### config.mk
export PLATFORM = sky130hd
export DESIGN_NAME = reg_file_sweep
export DESIGN_NICKNAME = d
export VERILOG_FILES = /design/src/rtl/reg_file_sweep_pkg.sv /design/src/rtl/reg_file_sweep_ctrl.sv /design/src/rtl/reg_file_sweep.sv
export SDC_FILE = /design/constraint.sdc
export NUM_CORES = 1
export LEC_CHECK = 0
export CORE_ASPECT_RATIO = 1.5
export CORE_MARGIN = 5
export CORE_UTILIZATION = 35
export DETAILED_ROUTE_END_ITERATION = 10
export SYNTH_ARGS = -nofsm -noshare
export SYNTH_HDL_FRONTEND = slang
export SYNTH_SLANG_ARGS = --single-unit
### constraint.sdc
create_clock -name clk -period 3 [get_ports clk]
set_input_delay 0.3 -clock clk [delete_from_list [all_inputs] [get_ports clk]]
set_output_delay 0.3 -clock clk [all_outputs]
set_load 0.02 [all_outputs]
### src/rtl/reg_file_sweep_pkg.sv
// Shared types and default sizes for the sweep-cleared register file.
package reg_file_sweep_pkg;

  typedef enum logic {
    IDLE  = 1'b0,
    SWEEP = 1'b1
  } state_t;

  localparam int DEF_DATA_W = 8;
  localparam int DEF_ADDR_W = 4;

endpackage

### src/rtl/reg_file_sweep_ctrl.sv
// Clear-sweep FSM, sweep pointer and write-commit qualification.
module reg_file_sweep_ctrl
  import reg_file_sweep_pkg::*;
#(
  parameter int ADDR_W   = DEF_ADDR_W,
  parameter int ZERO_REG = 0
) (
  input  logic              clk,
  input  logic              rst_n,
  input  logic              wr,
  input  logic [ADDR_W-1:0] waddr,
  input  logic              clr,
  output logic              busy,
  output logic              commit,
  output logic              wr_drop,
  output logic              sweep_we,
  output logic [ADDR_W-1:0] ptr
);

  state_t state;

  always_ff @(posedge clk) begin
    if (!rst_n) begin
      state <= SWEEP;
      ptr   <= '0;
    end else begin
      case (state)
        SWEEP: begin
          ptr <= ptr + 1'b1;
          if (ptr == '1) state <= IDLE;
        end
        IDLE: begin
          if (clr) begin
            state <= SWEEP;
            ptr   <= '0;
          end
        end
        default: begin
          state <= SWEEP;
          ptr   <= '0;
        end
      endcase
    end
  end

  assign busy     = (state == SWEEP);
  assign sweep_we = busy && rst_n;

  // clr and reset both pre-empt a same-cycle write; entry 0 is read-only when hard-wired.
  always_comb begin
    commit = (state == IDLE) && wr && !clr && rst_n;
    if (ZERO_REG != 0 && waddr == '0) commit = 1'b0;
  end

  assign wr_drop = wr && !commit;

endmodule

### src/rtl/reg_file_sweep.sv
// Parametrised 2-read / 1-write register file with sequential clear sweep.
module reg_file_sweep
  import reg_file_sweep_pkg::*;
#(
  parameter int DATA_W   = DEF_DATA_W,
  parameter int ADDR_W   = DEF_ADDR_W,
  parameter int ZERO_REG = 0,
  parameter int BYPASS   = 1
) (
  input  logic              clk,
  input  logic              rst_n,
  input  logic              wr,
  input  logic [ADDR_W-1:0] Rw,
  input  logic [DATA_W-1:0] Din,
  input  logic [ADDR_W-1:0] R1,
  input  logic [ADDR_W-1:0] R2,
  input  logic              clr,
  output logic [DATA_W-1:0] OUT1,
  output logic [DATA_W-1:0] OUT2,
  output logic              busy,
  output logic              wr_drop
);

  localparam int DEPTH = 1 << ADDR_W;

  logic [DATA_W-1:0] mem [DEPTH];
  logic              commit;
  logic              sweep_we;
  logic [ADDR_W-1:0] ptr;

  reg_file_sweep_ctrl #(
    .ADDR_W   (ADDR_W),
    .ZERO_REG (ZERO_REG)
  ) u_ctrl (
    .clk      (clk),
    .rst_n    (rst_n),
    .wr       (wr),
    .waddr    (Rw),
    .clr      (clr),
    .busy     (busy),
    .commit   (commit),
    .wr_drop  (wr_drop),
    .sweep_we (sweep_we),
    .ptr      (ptr)
  );

  // Single write port, no reset: the sweep shares it so the array maps to distributed RAM.
  always_ff @(posedge clk) begin
    if (sweep_we)    mem[ptr] <= '0;
    else if (commit) mem[Rw]  <= Din;
  end

  function automatic logic [DATA_W-1:0] read_sel(input logic [ADDR_W-1:0] addr,
                                                 input logic [DATA_W-1:0] word);
    logic [DATA_W-1:0] res;
    res = word;
    if (busy)                                   res = '0;
    else if (ZERO_REG != 0 && addr == '0)       res = '0;
    else if (BYPASS != 0 && commit && addr == Rw) res = Din;
    return res;
  endfunction

  always_comb begin
    OUT1 = read_sel(R1, mem[R1]);
    OUT2 = read_sel(R2, mem[R2]);
  end

endmodule

# Word-level counts from Yosys, hierarchy flattened
# Memories as Yosys holds them, arrays and structs flattened.
# Index checks and enable logic that the tools add are counted.
dict set report word_totals {
  mem_bits_rw 128
  mem_count 1
  out_inout_bits 18
  wordCells 36
  inputBits 24
  ff_bits 5
}
dict set report op_classes {
  n_bitwise 1
  n_eq_ne 4
  addsub 1
  mux 17
  reduce_logical 10
}
# name depth width rd rd_clocked_by_memory_dff wr line_no
set memory_table {}
lappend memory_table {mem 16 8 2 0 1 reg_file_sweep.sv:26} ;# logic [DATA_W-1:0] mem [DEPTH];
# cell n
set ops {}
lappend ops {{8-bit 2-to-1 mux} 5}
lappend ops {{4-bit == test} 2}
lappend ops {{1-bit 2-to-1 mux} 8}
lappend ops {{4-bit 2-to-1 mux} 2}
lappend ops {{4-bit case mux with 2 select lines} 1}
lappend ops {{8-bit OR reduction} 1}
lappend ops {{1-bit logical AND} 7}
lappend ops {{4-bit by 1-bit adder with 4-bit output, second input constant} 1}
lappend ops {{4-bit == test, second input constant} 1}
lappend ops {{1-bit zero test} 2}
lappend ops {{2-bit inequality test, second input constant} 1}
lappend ops {{1-bit case mux with 2 select lines} 1}
lappend ops {{1-bit NOT} 1}

# Logic depth before layout (Yosys ltp)
dict set report logic_depth {
  word_depth 9
  mapped_depth 6
  mapped_depth_nobuf 4
}

# Hierarchy
# A second synthesis with hierarchy kept.
dict set report hier_totals {
  cells_unflattened 377
  area_unflattened_um2 6790.3
}
# module seq_area_each_um2 cells_each instances area_each_um2
set by_module_without_submodules {}
lappend by_module_without_submodules {reg_file_sweep 3843.7 349 1 6498.7}
lappend by_module_without_submodules {reg_file_sweep_ctrl 100.1 28 1 291.5}

# Least setup slack after synthesis
# No wires, ideal clock.
dict set report synth_timing {
  path_type {register to register}
  startpoint {register u_ctrl.state, in the netlist u_ctrl.busy}
  endpoint {memory mem[1][0] (netlist name) (enable)}
  stages_incl_launch_ff 6
  slack_ns 0.902
  setup_ns 0.370
  arrival_ns 1.728
  required_time_ns 2.630
  period_less_slack_ns 2.098
  path_buffers 1
  path_cell_list {dfxtp_1 -> and4bb_1 -> buf_2 -> mux2i_1 -> o211ai_1 -> nor2_1}
}
dict set report synth_between {
  elab_chain_cells 9
  elab_cells_between_ends 13
  classes_between {mux (7); bitwise (1); reduce/logical (5)}
}
# item line_no
set synth_rtl {}
lappend synth_rtl {{from (decl)} reg_file_sweep_ctrl.sv:20} ;# state_t state;
lappend synth_rtl {{from (signal assigned)} reg_file_sweep_ctrl.sv:24} ;# state <= SWEEP;
lappend synth_rtl {{from (signal assigned)} reg_file_sweep_ctrl.sv:30} ;# if (ptr == '1) state <= IDLE;
lappend synth_rtl {{from (signal assigned)} reg_file_sweep_ctrl.sv:34} ;# state <= SWEEP;
lappend synth_rtl {{1-bit NOT} reg_file_sweep_ctrl.sv:51} ;# commit = (state == IDLE) && wr && !clr && rst_n;
lappend synth_rtl {{1-bit logical AND (3 in a row)} reg_file_sweep_ctrl.sv:51}
lappend synth_rtl {{1-bit 2-to-1 mux} reg_file_sweep.sv:50} ;# else if (commit) mem[Rw] <= Din;
lappend synth_rtl {{1-bit 2-to-1 mux} reg_file_sweep.sv:49} ;# if (sweep_we) mem[ptr] <= '0;
lappend synth_rtl {{1-bit 2-to-1 mux (implied by the code)} reg_file_sweep.sv:50}
lappend synth_rtl {{8-bit OR reduction (no line)} -}
lappend synth_rtl {{4-bit 2-to-1 mux (no line) / 1-bit 2-to-1 mux (equally long branches)} -}
lappend synth_rtl {{to (decl)} reg_file_sweep.sv:26}
# Parallel ways exist; a longest one is shown, timed or not.

# Worst setup path in the final report
dict set report layout_timing {
  startpoint {input R1[2]}
  endpoint {output OUT1[0]}
}
dict set report layout_between {
  elab_chain_cells 4
  elab_cells_between_ends 5
  classes_between {eq/ne (1); mux (2); reduce/logical (1); memory (1)}
}
# item line_no
set layout_rtl {}
lappend layout_rtl {{from (decl)} reg_file_sweep.sv:15} ;# input logic [ADDR_W-1:0] R1,
lappend layout_rtl {{parallel branches: the longest is 2 deep, another holds memory 16 x 8 bit} -}
lappend layout_rtl {{8-bit 2-to-1 mux *} reg_file_sweep.sv:59} ;# else if (BYPASS != 0 && commit && addr == Rw) res = Din;
lappend layout_rtl {{8-bit 2-to-1 mux *} reg_file_sweep.sv:57} ;# if (busy) res = '0;
lappend layout_rtl {{to (decl)} reg_file_sweep.sv:18} ;# output logic [DATA_W-1:0] OUT1,
# Every way passes the cells marked *.

==> flow_summary.ini <==
[yosys]
yosys_warnings = 0
ys_seq_area_share_pct = 59.5
ys_seq_elements = 133
netlist_instances = 387
synth_edf_count = 128
synth_xor_xnor_area_share_pct = 1.06
synthAdderAreaFrac_pct = 0.189
synthFlopType = edfxtp_1
syn_area_sq_um = 6620
ys_async_sr_fraction_pct = 0
synth_mux_area_share_pct = 22.7
synth_top_family_by_area = multiplexers
synthSimpleGateAreaFrac_pct = 6.31
syn-num-nets = 412
syn_area_per_cell_sq_um = 17.1
synth_compound_area_share_pct = 7.08
ys_types = 39

[route]
drtIter0Drc = 280
drc = 0
wl_microns = 17100
via_count = 4003
wl_per_cell_microns = 23.5
ant_nets = 0
dr.pass1.iters = 5
vias_per_cell = 5.52

[die]
initial_core_util_pct = 35.6
num_io_pins = 42
die_area_sq_um = 21800
die_w_microns = 122
num_rows = 61
die_h_microns = 178
core_area_sq_um = 18600

[timing]
final.setup.tns_ns = 0
finalWorstPathRequiredPeriod_ns = 2.85
setup_viol = 0
grt_setup_unrepaired = no
tightest_slew_ns = 0.713
hold_slack_ns = 0.522
fmax_mhz = 351
relSlewSlack_pct = 52.4
finalCritPeriodShare_pct = 95.1
fin_skew_ns = 0.00805
slew_violations = 0
hold_violations = 0

[clock_network]
cts_buffers = 17
worst_skew_pair.late_latency_ns = 0.42
h-tree-depth = 4
cts_tree = yes
cts.clk_slew.worst_paths_ns = 0.06
clock_sinks = 133
clock_path_buffers = 2
cts_hold_buf = 0
cts-root-buf = clkbuf_16

[cells_and_area]
antenna_cells = 0
nNetsFinal = 485
drive_above_1_share_pct = 27.3
nFillCells = 1655
multi_input_area_sq_um = 2480
seq_area_sq_um = 3940
mostFrequentLayoutCells = 128 x edfxtp_1, 53 x mux4_2, 35 x buf_4, 31 x clkdlybuf4s50_1, 29 x nor2_1
finalInstanceArea_sq_um = 8160
layout_commonest_cell = edfxtp_1
area_growth_pct = 23.1

[grt]
antenna_found_initial = 0
grt_pass1_wl_microns = 26100
gr-total-overflow = 0
grt_pass1_vias = 4351
grt_use_total_pct = 16.7
grt_max_degree = 34

[min_path]
hold-path-endpoint = u_ctrl.ptr[2]
hp-start = u_ctrl.ptr[2]
hold_path_class = flop to flop
min_path_cells = 1

[setup_path]
r2r_cells = 6
end_kind = output port
regToRegSetupSlack_ns = 1.00
crit_required_ns = 2.70
setup.worst_path.start_class = primary input
critPathKind = primary input to output port
path_max_fanout = 33
cp.arrival_ns = 2.55
rr_startpoint = u_ctrl.busy
timing.rr.end = mem[0][5]

[power]
power_density_nw_per_um2 = 553
p_total_mw = 4.51
peakVddDrop_mv = 0.355
leakage_nw = 3.00

[placed_design]
place_area_sq_um = 7550
gp_congestion = 0.860
port-buffer-count = 41
hpwl_microns = 12100

[flow_run]
max_cap_viol_count = 0

[run_status]
status = completed
-- layer usage --
layer	track usage (%)	routed length (microns)	vias to the layer above
met4	6.31	329	0
met5	0	0	-
met1	19.0	6370	2082
met3	3.39	838	23
met2	30.5	9530	131
li1	-	-	1767
-- repair_timing --
item	4_1_cts	5_1_grt
setup buffers	0	0
setup endpoints to repair	8	0
resized for setup	9	0
-- worst max-delay path by stage --
| stage | start | endpoint | slack (ns) |
|---|---|---|---|
| floorplan | u_ctrl.busy | mem[1][0] | 0.90 |
| global placement | R2[2] | OUT2[2] | -0.22 |
| detailed placement | R2[2] | OUT2[0] | -0.20 |
| CTS | R1[2] | OUT1[0] | 0.13 |
| global route | R1[2] | OUT1[0] | 0.02 |
| finish | R1[2] | OUT1[0] | 0.15 |
-- worst max-delay path, cell delays in order --
cell and delay, ns:
clkdlybuf4s50_1 0.51, buf_12 0.24, xor2_1 0.17, nor2_1 0.10, a21o_1 0.28, o21ai_1 0.28
clkdlybuf4s50_1 0.66
-- registers in the layout (all words and copies together), names as in the netlist --
signal       cells
u_ctrl.ptr       4
mem            128
u_ctrl.busy      1
-- final cells by class --
cell class | count | share of cell area, %
clock buffer | 17 | 5.22
clock inverter | 15 | 2.32
inverter | 3 | 0.138
multi-input combinational | 222 | 30.4
sequential | 133 | 48.4
tap | 252 | 3.87
timing repair buffer | 83 | 9.73
-- logic make-up (layout without fill, tap and decap cells) --
logic type / count (synthesis) / in the layout
XOR/XNOR: 8 / 8
adder cells (fa/ha/maj): 1 / 1
AO/OA/AOI/OAI: 65 / 65
AND/OR/NAND/NOR: 82 / 82
buffers and inverters: 32 / 118
multiplexers: 66 / 66
flip-flops: 133 / 133
-- per-stage QoR --
stage	setup WS (ns)	std cells	utilization (%)
2_1_floorplan	0.902	387	-
3_3_place_gp	-0.219	693	40.5
3_5_place_dp	-0.199	693	40.5
4_1_cts	0.127	725	43.8
5_1_grt	0.0197	725	43.8
6_report	0.148	725	43.8
-- synth_stat cells (all sizes together) (5+ instances only) --
library cell,count,share of area (%)
o21ai,13,0.98
buf,18,2.3
nand2,10,0.57
a21oi,5,0.38
edfxtp,128,58
xor2,6,0.79
nor2,29,1.6
clkbuf,11,0.64
a22o,24,3.2
and2,12,1.1
a22oi,16,1.8
dfxtp,5,1.5
nand3,10,0.76
mux4,64,22
nor2b,8,0.76
-- power by group --
part / leakage (nW) / internal [mW] / switching, mW
combinational: 1.29 / 0.161 / 0.162
clock: 0.298 / 1.32 / 0.823
sequential: 1.41 / 2.03 / 0.0125
Power figures use the tool's default switching activity.
==> variant 1: new RTL, config.mk and constraints unchanged <==
Change the parameter `BYPASS` from 1 to 0.
--- a/src/rtl/reg_file_sweep.sv
+++ b/src/rtl/reg_file_sweep.sv
@@ -7,3 +7,3 @@
   parameter int ZERO_REG = 0,
-  parameter int BYPASS   = 1
+  parameter int BYPASS   = 0
 ) (
Behaviour: same outputs for any inputs over 10 cycles, from zero or initial values and one cycle with rst_n low; that may be too few to reach the edited logic, so the function may still have changed.
==> variant 1 against the original RTL <==
Power decreased by 1.3%; worst setup slack better by 21 ps; sequential share of layout area grew 0.78 points; sequential power is essentially flat; routed wire length is 2.4% lower; combinational power is 6% lower; sequential cell count did not move; cell area down 1.6%; area after synthesis grew 0.17%; critical path type unchanged; largest cell class unchanged.
==> variant 1: results (changes against the original RTL) <==
[status]
status=complete, no violations

[clock_tree]
cts_resized=0  ; -9
clk_pin_slew_worst_paths_ps=50

[placed_design]
place_area_um2=7410  ; -1.7%
dp_slack_ps=91.9  ; +291 ps
dp.cells=742  ; +7.1%
routabilityCongestion=0.807  ; -6.2%
dp_hpwl_um=12200  ; +0.93%

[critical_path]
critical_path_arrival_ps=2530  ; -20 ps
critPathMaxFanout=10  ; -70%
cpPeakStageDelay_ps=610  ; -50 ps
crit_start=R2[2]

[synthesis]
synth_compound_area_share_pct=7.84  ; +0.76 points
synth-xor-area-share_pct=0  ; -1.1 points
ys_types=46  ; +18%
synthTopCellsByArea=edfxtp_1, mux2i_1, mux4_1
syn-num-nets=470  ; +14%
synth_ff_type=edfxtp_1
synthAdderAreaFrac_pct=0.189  ; -0.00032 points
synth_seq_area_share_pct=59.4  ; -0.10 points
syn_avg_cell_area_um2=14.9  ; -13%
synthMuxAreaShare_pct=21.8  ; -0.92 points

[cells_and_area]
multi_input_area_um2=2450  ; -1.3%
clock_buffers=20  ; +3
nets=534  ; +10%
sh_seq_area_pct=49.1  ; +0.78 points
multi_input_area_share_pct=30.5  ; +0.098 points
non_clock_inverter_count=4  ; +1
drive_gt1_share_pct=15.9  ; -11 points
clkCellAreaFrac_pct=7.61  ; +0.074 points
buf_share_pct=8.67  ; -1.1 points
stdcell_count=774  ; +6.8%
fillCellCount=1702  ; +2.8%
multi_input_comb_cells=278  ; +25%
buffers=75  ; -9.6%

[routing]
drt_first_iter_violations=227  ; -19%
ant_nets=0  ; unchanged
drt_wl_total_um=16700  ; -2.4%
route.met3.wl_um=547  ; -35%
vias_per_cell=5.29  ; -4.3%
route.layer.met1.wl_um=6470  ; +1.5%
routed-wl-met2_um=9400  ; -1.4%

[sta]
max_slew_margin_pct=29.3  ; -23 points
fin_skew_ps=8.07  ; +0.0203 ps

[grt]
grt_pass1_wl_um=25700  ; -1.5%
grt_use_total_pct=16.0  ; -0.68 points
grtUsageMet1_pct=17.9  ; -1.1 points
grt_max_degree=29  ; -15%
grtUsageMet3_pct=2.86  ; -0.54 points
use_met2_pct=30.3  ; -0.16 points

[pwr]
p_leak_nw=3.08  ; +2.5%
irDropWorstVdd_mv=0.423  ; +19%
sw_frac_of_total_pct=20.8  ; -1.3 points

[die]
core_area_um2=18600  ; unchanged

-- variant 1: cell count changes after synthesis, moves of 4 or more --
cell      change
mux2i_1      +86
mux4_2       -43
a22o_1       -20
a22oi_1      +16
o21ai_0      +10
nand2_1       +7
o21ai_1       -7
xor2_1        -6
nand2b_1      +5
buf_2         -4
buf_4         +4
buf_6         +4
o32ai_1       +4
-- variant 1: power groups by stage --
stage          Combinational (mW)  Sequential [mW]  Clock [mW]
3_3_place_gp                0.300             2.08           0
6_report                    0.305             2.04        2.10
3_5_place_dp                0.305             2.08           0
2_1_floorplan               0.202             2.07           0
5_1_grt                     0.328             2.04        2.22
4_1_cts                     0.306             2.04        2.13
-- variant 1: final timing paths --
kind / endpoint / slack [ps] / cells after the start
setup / recovery: OUT2[2] / 170 / 7
hold / removal: u_ctrl.ptr[2]$_SDFFE_PN0P_ / 570 / 1
setup reg to reg: mem[12][1]$_DFFE_PP_ / 660 / 4
hold reg to reg: u_ctrl.ptr[2]$_SDFFE_PN0P_ / 570 / 1
==> variant 2: new RTL, same settings <==
Without the edit above. Add an input register stage for `wr`, `R1`, `R2` and `clr`; this delays them by one clock. The other inputs are not delayed to match. Comments in the files are not updated.
--- a/src/rtl/reg_file_sweep.sv
+++ b/src/rtl/reg_file_sweep.sv
@@ -25,2 +25,14 @@
 
+  logic wr_q;
+  logic [ADDR_W-1:0] R1_q;
+  logic [ADDR_W-1:0] R2_q;
+  logic clr_q;
+
+  always_ff @(posedge clk) begin
+    wr_q  <= wr;
+    R1_q  <= R1;
+    R2_q  <= R2;
+    clr_q <= clr;
+  end
+
   logic [DATA_W-1:0] mem [DEPTH];
@@ -36,5 +48,5 @@
     .rst_n    (rst_n),
-    .wr       (wr),
+    .wr       (wr_q),
     .waddr    (Rw),
-    .clr      (clr),
+    .clr      (clr_q),
     .busy     (busy),
@@ -63,4 +75,4 @@
   always_comb begin
-    OUT1 = read_sel(R1, mem[R1]);
-    OUT2 = read_sel(R2, mem[R2]);
+    OUT1 = read_sel(R1_q, mem[R1_q]);
+    OUT2 = read_sel(R2_q, mem[R2_q]);
   end
Function: changed (Yosys sat finds a counterexample within 4 cycles, from zero or initial values and one cycle with rst_n low).
==> variant 2 against the original RTL <==
Synthesized cell count rose by 2.6%; sequential cell count up 10; worst setup slack lost 9.7 ps; cell area increased by 2.7%; routed wire length up 0.53%; sequential share of layout area increased by 1.2 points; combinational power increased by 12%; area after synthesis up 3.0%; via count rose by 1.7%; power up 1.6%; critical endpoint is now OUT1[1]; largest power group is now sequential cells; highest routed layer unchanged.
==> variant 2: results (changes against the original RTL) <==
[synthesis]
synth_seq_area_share_pct=60.7  ; +1.2 points
synthTopCellsByArea=edfxtp_1, mux4_2, dfxtp_1
synth_commonest_cells=edfxtp_1, mux4_2, nor2_1
synth_ff_type=edfxtp_1
yosysWarnings=0  ; unchanged
synth_edf_count=128  ; unchanged
syn-num-nets=422  ; +2.4%

[grt]
grt_pass1_vias=4456  ; +2.4%
antenna_found_initial=0  ; unchanged
grt_max_degree=34  ; unchanged
grt_pass1_wl_um=26200  ; +0.50%
grt_use_total_pct=16.1  ; -0.60 points

[clock_tree]
cts-buffers-inserted=17  ; unchanged
clk_latency_ps=420  ; about the same
cts_root_buf=clkbuf_16
cts_setup_buffers=0  ; unchanged
htreeDepth=4  ; unchanged
cts.path.max_buffers=2  ; unchanged
clk_pin_slew_worst_paths_ps=70

[pwr]
p_leak_nw=3.11  ; +3.5%
irDropWorstVdd_mv=0.322  ; -9.3%

[routing]
first_pass_iters=5  ; unchanged
vias=4072  ; +1.7%
drt_first_iter_violations=291  ; +3.9%
wl_per_cell_um=23.1  ; -1.8%

[placed_design]
dp_hpwl_um=12400  ; +1.9%
routabilityCongestion=0.807  ; -6.2%
portBuffers=41  ; unchanged

[cells_and_area]
regMostFlops=mem
drive_gt1_share_pct=27.4  ; +0.094 points
nets=498  ; +2.7%
antenna_cells=0  ; unchanged
largest_register_ffs=128  ; unchanged
fillCellCount=1684  ; +1.8%

[critical_path]
rr_worst_depth=4  ; -2
cp_top_family=buffers and inverters
reg2reg_from=clr_q$_DFF_P_
cpPeakStageDelay_ps=510  ; -150 ps
r2r_end=mem[12][1]$_DFFE_PP_
critPathMaxFanout=14  ; -58%
rrSetupSlack_ps=460  ; -540 ps
cp_slowest_cell=mux4_2

[min_path]
hp-class=input pin to flop
hold_end=R2_q[0]$_DFF_P_
holdCritStartpoint=R2[0]

[sta]
max_slew_margin_pct=25.9  ; -26 points
fin_skew_ps=7.45  ; -0.599 ps

[status]
status=complete, no violations

variant 2: kinds of logic after synthesis:
family	count (synthesis)	share of synthesized area, %
and+or+nand+nor	82	6.12
DFF	143	60.7
AOI/OAI and AO/OA	65	6.88
adders and majority gates	1	0.183
muxes	66	22.0
buffers and inverters	32	3.04
xor gates and xnor gates	8	1.03
variant 2: what timing repair did:
action / in CTS / in global routing
hold buffers: 0 / 0
gates cloned: 2 / 0
setup endpoints to repair: 8 / 4
gates resized for setup: 15 / 4
hold endpoints to repair: 0 / 0
variant 2: final cells by class:
class | count | area (µm²) | share of cell area [%]
inverters | 3 | 11.3 | 0.134
clock buffers | 17 | 425 | 5.08
clock inverters | 15 | 145 | 1.73
flip-flops and latches | 143 | 4150 | 49.6
well taps | 256 | 320 | 3.83
repair buffers | 86 | 847 | 10.1
multi-input cells | 222 | 2470 | 29.6
variant 2: worst max-delay path by stage:
stage	startpoint	end	slack, ps	cells after the start
after floorplan	u_ctrl.busy$_SDFF_PN1_	mem[1][0]$_DFFE_PP_	900	5
after global placement	rst_n	mem[14][4]$_DFFE_PP_	190	5
after detailed placement	rst_n	mem[12][6]$_DFFE_PP_	140	5
after CTS	R2_q[0]$_DFF_P_	OUT2[4]	3	6
after global routing	R1_q[0]$_DFF_P_	OUT1[0]	50	6
final	R1_q[0]$_DFF_P_	OUT1[1]	140	6
variant 2: power breakdown:
part | leakage [nW] | internal, mW | switching, mW
Sequential | 1.40 | 2.17 | 0.0286
Clock | 0.278 | 1.16 | 0.857
Combinational | 1.43 | 0.190 | 0.173
Total | 3.11 | 3.53 | 1.06
variant 2: per-layer routing:
metal | vias to the layer above | GRT usage, % | share of wire [%]
met5 | - | 0 | 0
met4 | 0 | 7.68 | 3.6
met3 | 36 | 3.54 | 6.4
met2 | 129 | 27.9 | 53
met1 | 2097 | 18.6 | 37
li1 | 1810 | - | -
variant 2: stage by stage:
stage          area [µm²]  worst slack [ps]  std cells  power, mW  hold slack [ps]
2_1_floorplan        6820               902        397       2.45              328
3_3_place_gp         7730               188        708       2.59              496
3_5_place_dp         7730               143        708       2.59              527
4_1_cts              8360              2.70        742       4.62              298
5_1_grt              8370              52.2        742       4.74              303
6_report             8370               138        742       4.58              310
